**config.mk**
```make
export PLATFORM = sky130hd
export DESIGN_NAME = mmio_bridge
export DESIGN_NICKNAME = d
export VERILOG_FILES = /design/src/rtl/mmio_bridge_pkg.sv /design/src/rtl/key_debounce.sv /design/src/rtl/mmio_bridge.sv
export SDC_FILE = /design/constraint.sdc
export NUM_CORES = 1
export LEC_CHECK = 0
export CORE_ASPECT_RATIO = 0.5
export CORE_MARGIN = 2
export CORE_UTILIZATION = 50
export DETAILED_ROUTE_END_ITERATION = 8
export PLACE_DENSITY = 0.8
export SYNTH_ARGS = -nofsm -noshare
export SYNTH_HDL_FRONTEND = slang
export SYNTH_SLANG_ARGS = --single-unit
```
**constraint.sdc**
```tcl
create_clock -name clk -period 3.8 [get_ports clk]
set_input_delay 1.14 -clock clk [delete_from_list [all_inputs] [get_ports clk]]
set_output_delay 1.14 -clock clk [all_outputs]
set_load 0.05 [all_outputs]
```
**src/rtl/mmio_bridge_pkg.sv**
```systemverilog
// mmio_bridge_pkg: bus command codes, I/O address map and debounce FSM
// encodings shared by mmio_bridge and key_debounce.
package mmio_bridge_pkg;

    // CPU memory bus commands
    localparam logic [1:0] MNONE  = 2'b00;
    localparam logic [1:0] MREAD  = 2'b01;
    localparam logic [1:0] MWRITE = 2'b10;

    // I/O register addresses (mem_addr[8] = 1 selects the I/O page)
    localparam logic [8:0] ADDR_LED    = 9'h100;
    localparam logic [8:0] ADDR_SW     = 9'h140;
    localparam logic [8:0] ADDR_KEYEVT = 9'h141;
    localparam logic [8:0] ADDR_TICK   = 9'h142;

    // Debouncer states
    typedef enum logic [1:0] {
        DEB_UP        = 2'd0,
        DEB_WAIT_DOWN = 2'd1,
        DEB_DOWN      = 2'd2,
        DEB_WAIT_UP   = 2'd3
    } deb_state_t;

    // Lower half of the address space is RAM
    function automatic logic addr_is_ram(input logic [8:0] addr);
        return ~addr[8];
    endfunction

endpackage

```
**src/rtl/key_debounce.sv**
```systemverilog
// key_debounce: 2-flop synchronizer for one active-low key, followed by a
// four-state debouncer. o_press pulses for one cycle when a press is
// accepted; releases produce no pulse. o_state exposes the FSM state.
module key_debounce
    import mmio_bridge_pkg::*;
#(
    parameter int DEB_CYCLES = 500000
) (
    input  logic       i_clk,
    input  logic       i_rst,
    input  logic       i_key_n,
    output logic       o_press,
    output logic [1:0] o_state
);

    localparam int CW = $clog2(DEB_CYCLES + 1);
    localparam logic [CW-1:0] CNT_LAST = CW'(DEB_CYCLES - 1);

    logic [1:0]    r_sync;
    logic          w_sample;
    deb_state_t    r_state;
    deb_state_t    w_next;
    logic [CW-1:0] r_cnt;
    logic          w_cnt_last;
    logic          w_cnt_clr;
    logic          w_cnt_inc;

    // Synchronize the raw key; reset value 1 means "released"
    always_ff @(posedge i_clk or posedge i_rst) begin
        if (i_rst) r_sync <= 2'b11;
        else       r_sync <= {r_sync[0], i_key_n};
    end

    assign w_sample   = r_sync[1];
    assign w_cnt_last = (r_cnt == CNT_LAST);

    // FSM state register
    always_ff @(posedge i_clk or posedge i_rst) begin
        if (i_rst) r_state <= DEB_UP;
        else       r_state <= w_next;
    end

    // Next-state: a level must hold DEB_CYCLES samples in a WAIT state
    always_comb begin
        w_next = r_state;
        case (r_state)
            DEB_UP:        if (!w_sample) w_next = DEB_WAIT_DOWN;
            DEB_WAIT_DOWN: if (w_sample) w_next = DEB_UP;
                           else if (w_cnt_last) w_next = DEB_DOWN;
            DEB_DOWN:      if (w_sample) w_next = DEB_WAIT_UP;
            DEB_WAIT_UP:   if (!w_sample) w_next = DEB_DOWN;
                           else if (w_cnt_last) w_next = DEB_UP;
            default:       w_next = DEB_UP;
        endcase
    end

    // Outputs: counter control and the one-cycle press pulse
    always_comb begin
        w_cnt_clr = 1'b0;
        w_cnt_inc = 1'b0;
        o_press   = 1'b0;
        case (r_state)
            DEB_UP:        w_cnt_clr = ~w_sample;
            DEB_WAIT_DOWN: begin
                w_cnt_inc = ~w_sample & ~w_cnt_last;
                o_press   = ~w_sample & w_cnt_last;
            end
            DEB_DOWN:      w_cnt_clr = w_sample;
            DEB_WAIT_UP:   w_cnt_inc = w_sample & ~w_cnt_last;
            default:       w_cnt_clr = 1'b1;
        endcase
    end

    // Stable-sample counter
    always_ff @(posedge i_clk or posedge i_rst) begin
        if (i_rst)          r_cnt <= '0;
        else if (w_cnt_clr) r_cnt <= '0;
        else if (w_cnt_inc) r_cnt <= r_cnt + 1'b1;
    end

    assign o_state = r_state;

endmodule

```
**src/rtl/mmio_bridge.sv**
```systemverilog
// mmio_bridge: decodes the 9-bit CPU bus address into RAM and I/O registers
// (LED, synchronized switches, clear-on-read key events, tick counter) and
// returns a single combinational read mux.
// Optional tick counter at 0x142 is built when MMIO_BRIDGE_TICK_EN is defined;
// otherwise 0x142 behaves as an unmapped address.
module mmio_bridge
    import mmio_bridge_pkg::*;
#(
    parameter int DEB_CYCLES = 500000,
    parameter int TICK_DIV   = 50000
) (
    input  logic        clk,
    input  logic        reset,
    input  logic [1:0]  mem_cmd,
    input  logic [8:0]  mem_addr,
    input  logic [15:0] wdata,
    input  logic [15:0] ram_dout,
    input  logic [7:0]  sw,
    input  logic [1:0]  key_n,
    output logic [15:0] rdata,
    output logic        ram_write,
    output logic [7:0]  ledr
);

    logic [7:0]  r_ledr;
    logic [7:0]  r_sw_meta;
    logic [7:0]  r_sw_sync;
    logic [1:0]  r_evt;
    logic        r_rd_evt_q;
    logic        w_rd_evt;
    logic        w_evt_clr;
    logic [1:0]  w_press;
    logic [1:0]  w_key0_state;
    logic [1:0]  w_key1_state;
    logic [15:0] w_tick_rdata;
    logic        w_wr_led;

    assign ram_write = (mem_cmd == MWRITE) & addr_is_ram(mem_addr);
    assign w_wr_led  = (mem_cmd == MWRITE) & (mem_addr == ADDR_LED);
    assign ledr      = r_ledr;

    // LED register
    always_ff @(posedge clk or posedge reset) begin
        if (reset)         r_ledr <= 8'h00;
        else if (w_wr_led) r_ledr <= wdata[7:0];
    end

    // Two-flop switch synchronizer
    always_ff @(posedge clk or posedge reset) begin
        if (reset) begin
            r_sw_meta <= 8'h00;
            r_sw_sync <= 8'h00;
        end else begin
            r_sw_meta <= sw;
            r_sw_sync <= r_sw_meta;
        end
    end

    key_debounce #(.DEB_CYCLES(DEB_CYCLES)) u_key0 (
        .i_clk   (clk),
        .i_rst   (reset),
        .i_key_n (key_n[0]),
        .o_press (w_press[0]),
        .o_state (w_key0_state)
    );

    key_debounce #(.DEB_CYCLES(DEB_CYCLES)) u_key1 (
        .i_clk   (clk),
        .i_rst   (reset),
        .i_key_n (key_n[1]),
        .o_press (w_press[1]),
        .o_state (w_key1_state)
    );

    // Debounce state is kept on the sub-module ports for observation only
    logic w_unused_dbg;
    assign w_unused_dbg = ^{w_key0_state, w_key1_state};

    // Event flags clear when a KEYEVT read ends, so a multi-cycle read
    // sees a stable value; a same-cycle press wins over the clear.
    assign w_rd_evt  = (mem_cmd == MREAD) & (mem_addr == ADDR_KEYEVT);
    assign w_evt_clr = r_rd_evt_q & ~w_rd_evt;

    // Read-end detector and sticky key event flags
    always_ff @(posedge clk or posedge reset) begin
        if (reset) begin
            r_rd_evt_q <= 1'b0;
            r_evt      <= 2'b00;
        end else begin
            r_rd_evt_q <= w_rd_evt;
            r_evt      <= (r_evt & ~{2{w_evt_clr}}) | w_press;
        end
    end

`ifdef MMIO_BRIDGE_TICK_EN
    localparam int PW = $clog2(TICK_DIV + 1);
    localparam logic [PW-1:0] PRESC_LAST = PW'(TICK_DIV - 1);

    logic [PW-1:0] r_presc;
    logic [15:0]   r_tick;
    logic          w_wr_tick;

    assign w_wr_tick    = (mem_cmd == MWRITE) & (mem_addr == ADDR_TICK);
    assign w_tick_rdata = r_tick;

    // Prescaler and tick counter; a CPU write overrides the increment
    always_ff @(posedge clk or posedge reset) begin
        if (reset) begin
            r_presc <= '0;
            r_tick  <= 16'h0000;
        end else if (w_wr_tick) begin
            r_presc <= '0;
            r_tick  <= wdata;
        end else if (r_presc == PRESC_LAST) begin
            r_presc <= '0;
            r_tick  <= r_tick + 16'h0001;
        end else begin
            r_presc <= r_presc + 1'b1;
        end
    end
`else
    assign w_tick_rdata = 16'h0000;

    // Upper write-data bits and TICK_DIV only matter when the tick exists
    logic w_unused_tick;
    assign w_unused_tick = (^wdata[15:8]) ^ (TICK_DIV == 0);
`endif

    // Read mux; anything not explicitly mapped returns zero
    always_comb begin
        rdata = 16'h0000;
        if (mem_cmd == MREAD) begin
            if (addr_is_ram(mem_addr)) begin
                rdata = ram_dout;
            end else begin
                case (mem_addr)
                    ADDR_LED:    rdata = {8'h00, r_ledr};
                    ADDR_SW:     rdata = {8'h00, r_sw_sync};
                    ADDR_KEYEVT: rdata = {14'h0000, r_evt};
                    ADDR_TICK:   rdata = w_tick_rdata;
                    default:     rdata = 16'h0000;
                endcase
            end
        end
    end

endmodule
```
==> qor.yml <==
power_and_ir_drop:
  p_clk_share_pct: 47.0
  p_leak_nw: 2.13
  power.switching_uw: 434
  p_int_mw: 1.47
  swShare_pct: 22.8
  p_per_area_nw_per_um2: 393
  power_frac_comb_pct: 9.3
  ir_worst_vdd_v: 0.000394
  power_frac_seq_pct: 43.7
finish:
  final_common_cell: "dfrtp_1"
  layout.cells.most_common_list: "69 x dfrtp_1, 46 x clkdlybuf4s50_1, 30 x nor2_1"
  insertedDiodeCount: 0
  drive_gt1_share_pct: 15.9
  area_growth_pct: 38.2
  final_cell_count_no_fill: 520
  final_nets: 480
timing:
  fin_skew_ns: 0.00412
  rsz0062_at_grt: "yes"
  fmax_ghz: 0.269
  fin_crit_sh_pct: 97.8
  slew_viol_final: 0
  worstMarginPinSlew_ns: 0.817
  finalSetupViolCount: 0
  period_needed_ns: 3.71
  slew_headroom_pct: 45.4
  tns_ns: 0
  hold_viol: 0
route:
  drt_iter0_drc: 320
  vias: 2986
  drc: 0
  avgViaCountPerCell: 5.74
  antenna_left: 0
  drt_wl_total_um: 8480
  dr.pass1.iters: 5
  wl_per_cell_um: 16.3
synth:
  synth_top_family_by_area: "simple AND/OR/NAND/NOR gates"
  yosys_register_bits: 73
  synth.avg_cell_area_um2: 10.2
  ys_seq_area_share_pct: 52.3
  syn_area_um2: 3500
  syn-num-nets: 401
  async_flop_share_pct: 100
  netlist_instances: 344
  synth.distinct_cells: 55
  synth_ff_type: "dfrtp_1"
  ys_warn_count: 0
  muxShareOfSynthArea_pct: 4.28
  synth_xor_area_share_pct: 4.75
  synthAdderAreaFrac_pct: 0.714
  yosys.area_share.simple_pct: 23.2
  synth-compound-area-share_pct: 10.8
  synth_edf_count: 0
outcome:
  outcome: "completed"
worst_setup_path:
  r2r-start: "u_key1.r_cnt[9]"
  startpoint_type: "input pin"
  cpLargestDelayFamily: "buffers and inverters"
  crit_path_cell_trace: "clkdlybuf4s50_1 -> nor2_1 -> nand3_2 -> nor4_2 -> buf_4 -> a222oi_1 -> inv_1 -> buf_12"
  slowest_stage: "clkdlybuf4s50_1"
  critPathKind: "input pin to primary output"
  critical_path_arrival_ns: 2.57
  end_kind: "primary output"
  cp_slowest_stage_delay_ns: 0.46
  critical_path_required_ns: 2.66
  worstSetupStartpoint: "mem_addr[3]"
  worst-path-max-fanout: 6
  path_buf_inv: 4
placed_design:
  port_buffers: 71
  place.gp.congestion: 0.894
  dp_hpwl_um: 5970
  placedCellCount: 504
floorplanning:
  initial_core_util_pct: 52.1
  num_rows: 21
  die_width_um: 122
  die_area_um2: 7740
  fp.dieH_um: 63.2
  core_area_um2: 6730
  num_io_pins: 80
clock_network:
  numCtsBuffers: 9
  cts.reportedPaths.clkPinSlew_ns: 0.06
  cts_num_sinks: 73
  htree_num_levels: 3
  tritoncts: "done"
  clk_path_buf_depth: 2
  clockRootBuffer: "clkbuf_16"
  postCtsSetupBuffers: 0
  hold_buffers: 0
  clk_latency_ns: 0.33
worst_hold_path:
  hp-class: "register to register"
  hp-start: "r_sw_meta[1]"
grt:
  overflow: 0
  grt_max_degree: 34
  grt_pass1_wl_um: 14300
  grt_usage_pct: 24.0
  antenna_found_initial: 0
  grt_pass1_vias: 2992
flow_run:
  maxCapViolations: 0
-- per-layer routing --
metal	GRT usage [%]	part of all wire, %	vias to the layer above
li1	-	-	1406
met1	29.7	42	1467
met2	40.6	52	99
met3	6.79	4.5	14
met4	8.05	1.8	0
met5	0	0	-
-- sequential cells by signal, summed over array words and instances (netlist names), named ones only --
signal / flops
u_key0.r_cnt: 19
u_key1.r_cnt: 19
ledr: 8
r_sw_meta: 8
r_sw_sync: 8
r_evt: 2
u_key0.r_sync: 2
u_key1.r_sync: 2
r_rd_evt_q: 1
u_key0.o_state: 1
u_key1.o_state: 1
-- power groups by stage --
stage / clock [mW] / combinational (mW) / sequential [mW]
final: 0.895 / 0.177 / 0.833
after global routing: 0.952 / 0.192 / 0.835
after CTS: 0.910 / 0.178 / 0.832
after detailed placement: 0 / 0.177 / 0.845
after global placement: 0 / 0.170 / 0.843
after floorplan: 0 / 0.0915 / 0.838
-- path summary, 6_finish.rpt --
| check | slack [ns] | cells past startpoint | to |
|---|---|---|---|
| min in group asynchronous | 1.24 | 2 | async pin |
| setup reg to reg | 1.54 | 6 | u_key1.r_cnt[1] |
| hold reg to reg | 0.34 | 0 | r_sw_sync[1] |
| max in group asynchronous | 1.78 | 3 | r_sw_meta[1] |
| setup / recovery | 0.09 | 8 | rdata[3] |
| hold / removal | 0.34 | 0 | r_sw_sync[1] |
-- through the flow --
step / setup slack [ns] / hold slack, ns / power, mW / instance area (um2) / util (%)
4_1_cts: 0.0217 / 0.346 / 1.92 / 4830 / 71.9
3_5_place_dp: -0.157 / 0.336 / 1.02 / 4500 / 66.9
3_3_place_gp: -0.122 / 0.331 / 1.01 / 4500 / 66.9
5_1_grt: -0.0372 / 0.356 / 1.98 / 4840 / 72.0
2_1_floorplan: 0.118 / 0.331 / 0.929 / 3510 / -
6_report: 0.0855 / 0.343 / 1.90 / 4840 / 72.0
-- repair_timing --
item,4_1_cts,5_1_grt
pin swaps,4,3
gates resized for setup,9,3
endpoints found under the setup margin,8,6
-- logic make-up after synthesis --
| family | count (synthesis) |
|---|---|
| buf+inv | 29 |
| mux | 14 |
| compound gates | 53 |
| fa+ha+maj | 2 |
| simple gates | 154 |
| xor+xnor | 19 |
| flops | 73 |
-- area by class of cell --
cell class	instances	area, um2
clock buffers	10	229
clock inverters	6	92.6
fillers	480	1880
inverters	16	60.1
multi-input cells	242	1560
flip-flops and latches	73	1830
well taps	92	115
repair buffers	81	953
-- cells in the mapped netlist, types with 7 or more instances --
cell type	number	area, um2
nand3_1	23	115
clkbuf_1	7	26.3
nor4_1	10	62.6
dfrtp_1	69	1730
nor2_1	31	116
nor3_1	9	45.0
a21oi_1	8	40.0
nand2_1	26	97.6
and3_1	13	81.3
xor2_1	9	78.8
inv_1	16	60.1
nand4_1	9	56.3
xnor2_1	10	87.6
nand2b_1	7	43.8
mux2_2	8	90.1
o21ai_0	13	65.1
Power figures use the tool's default switching activity.
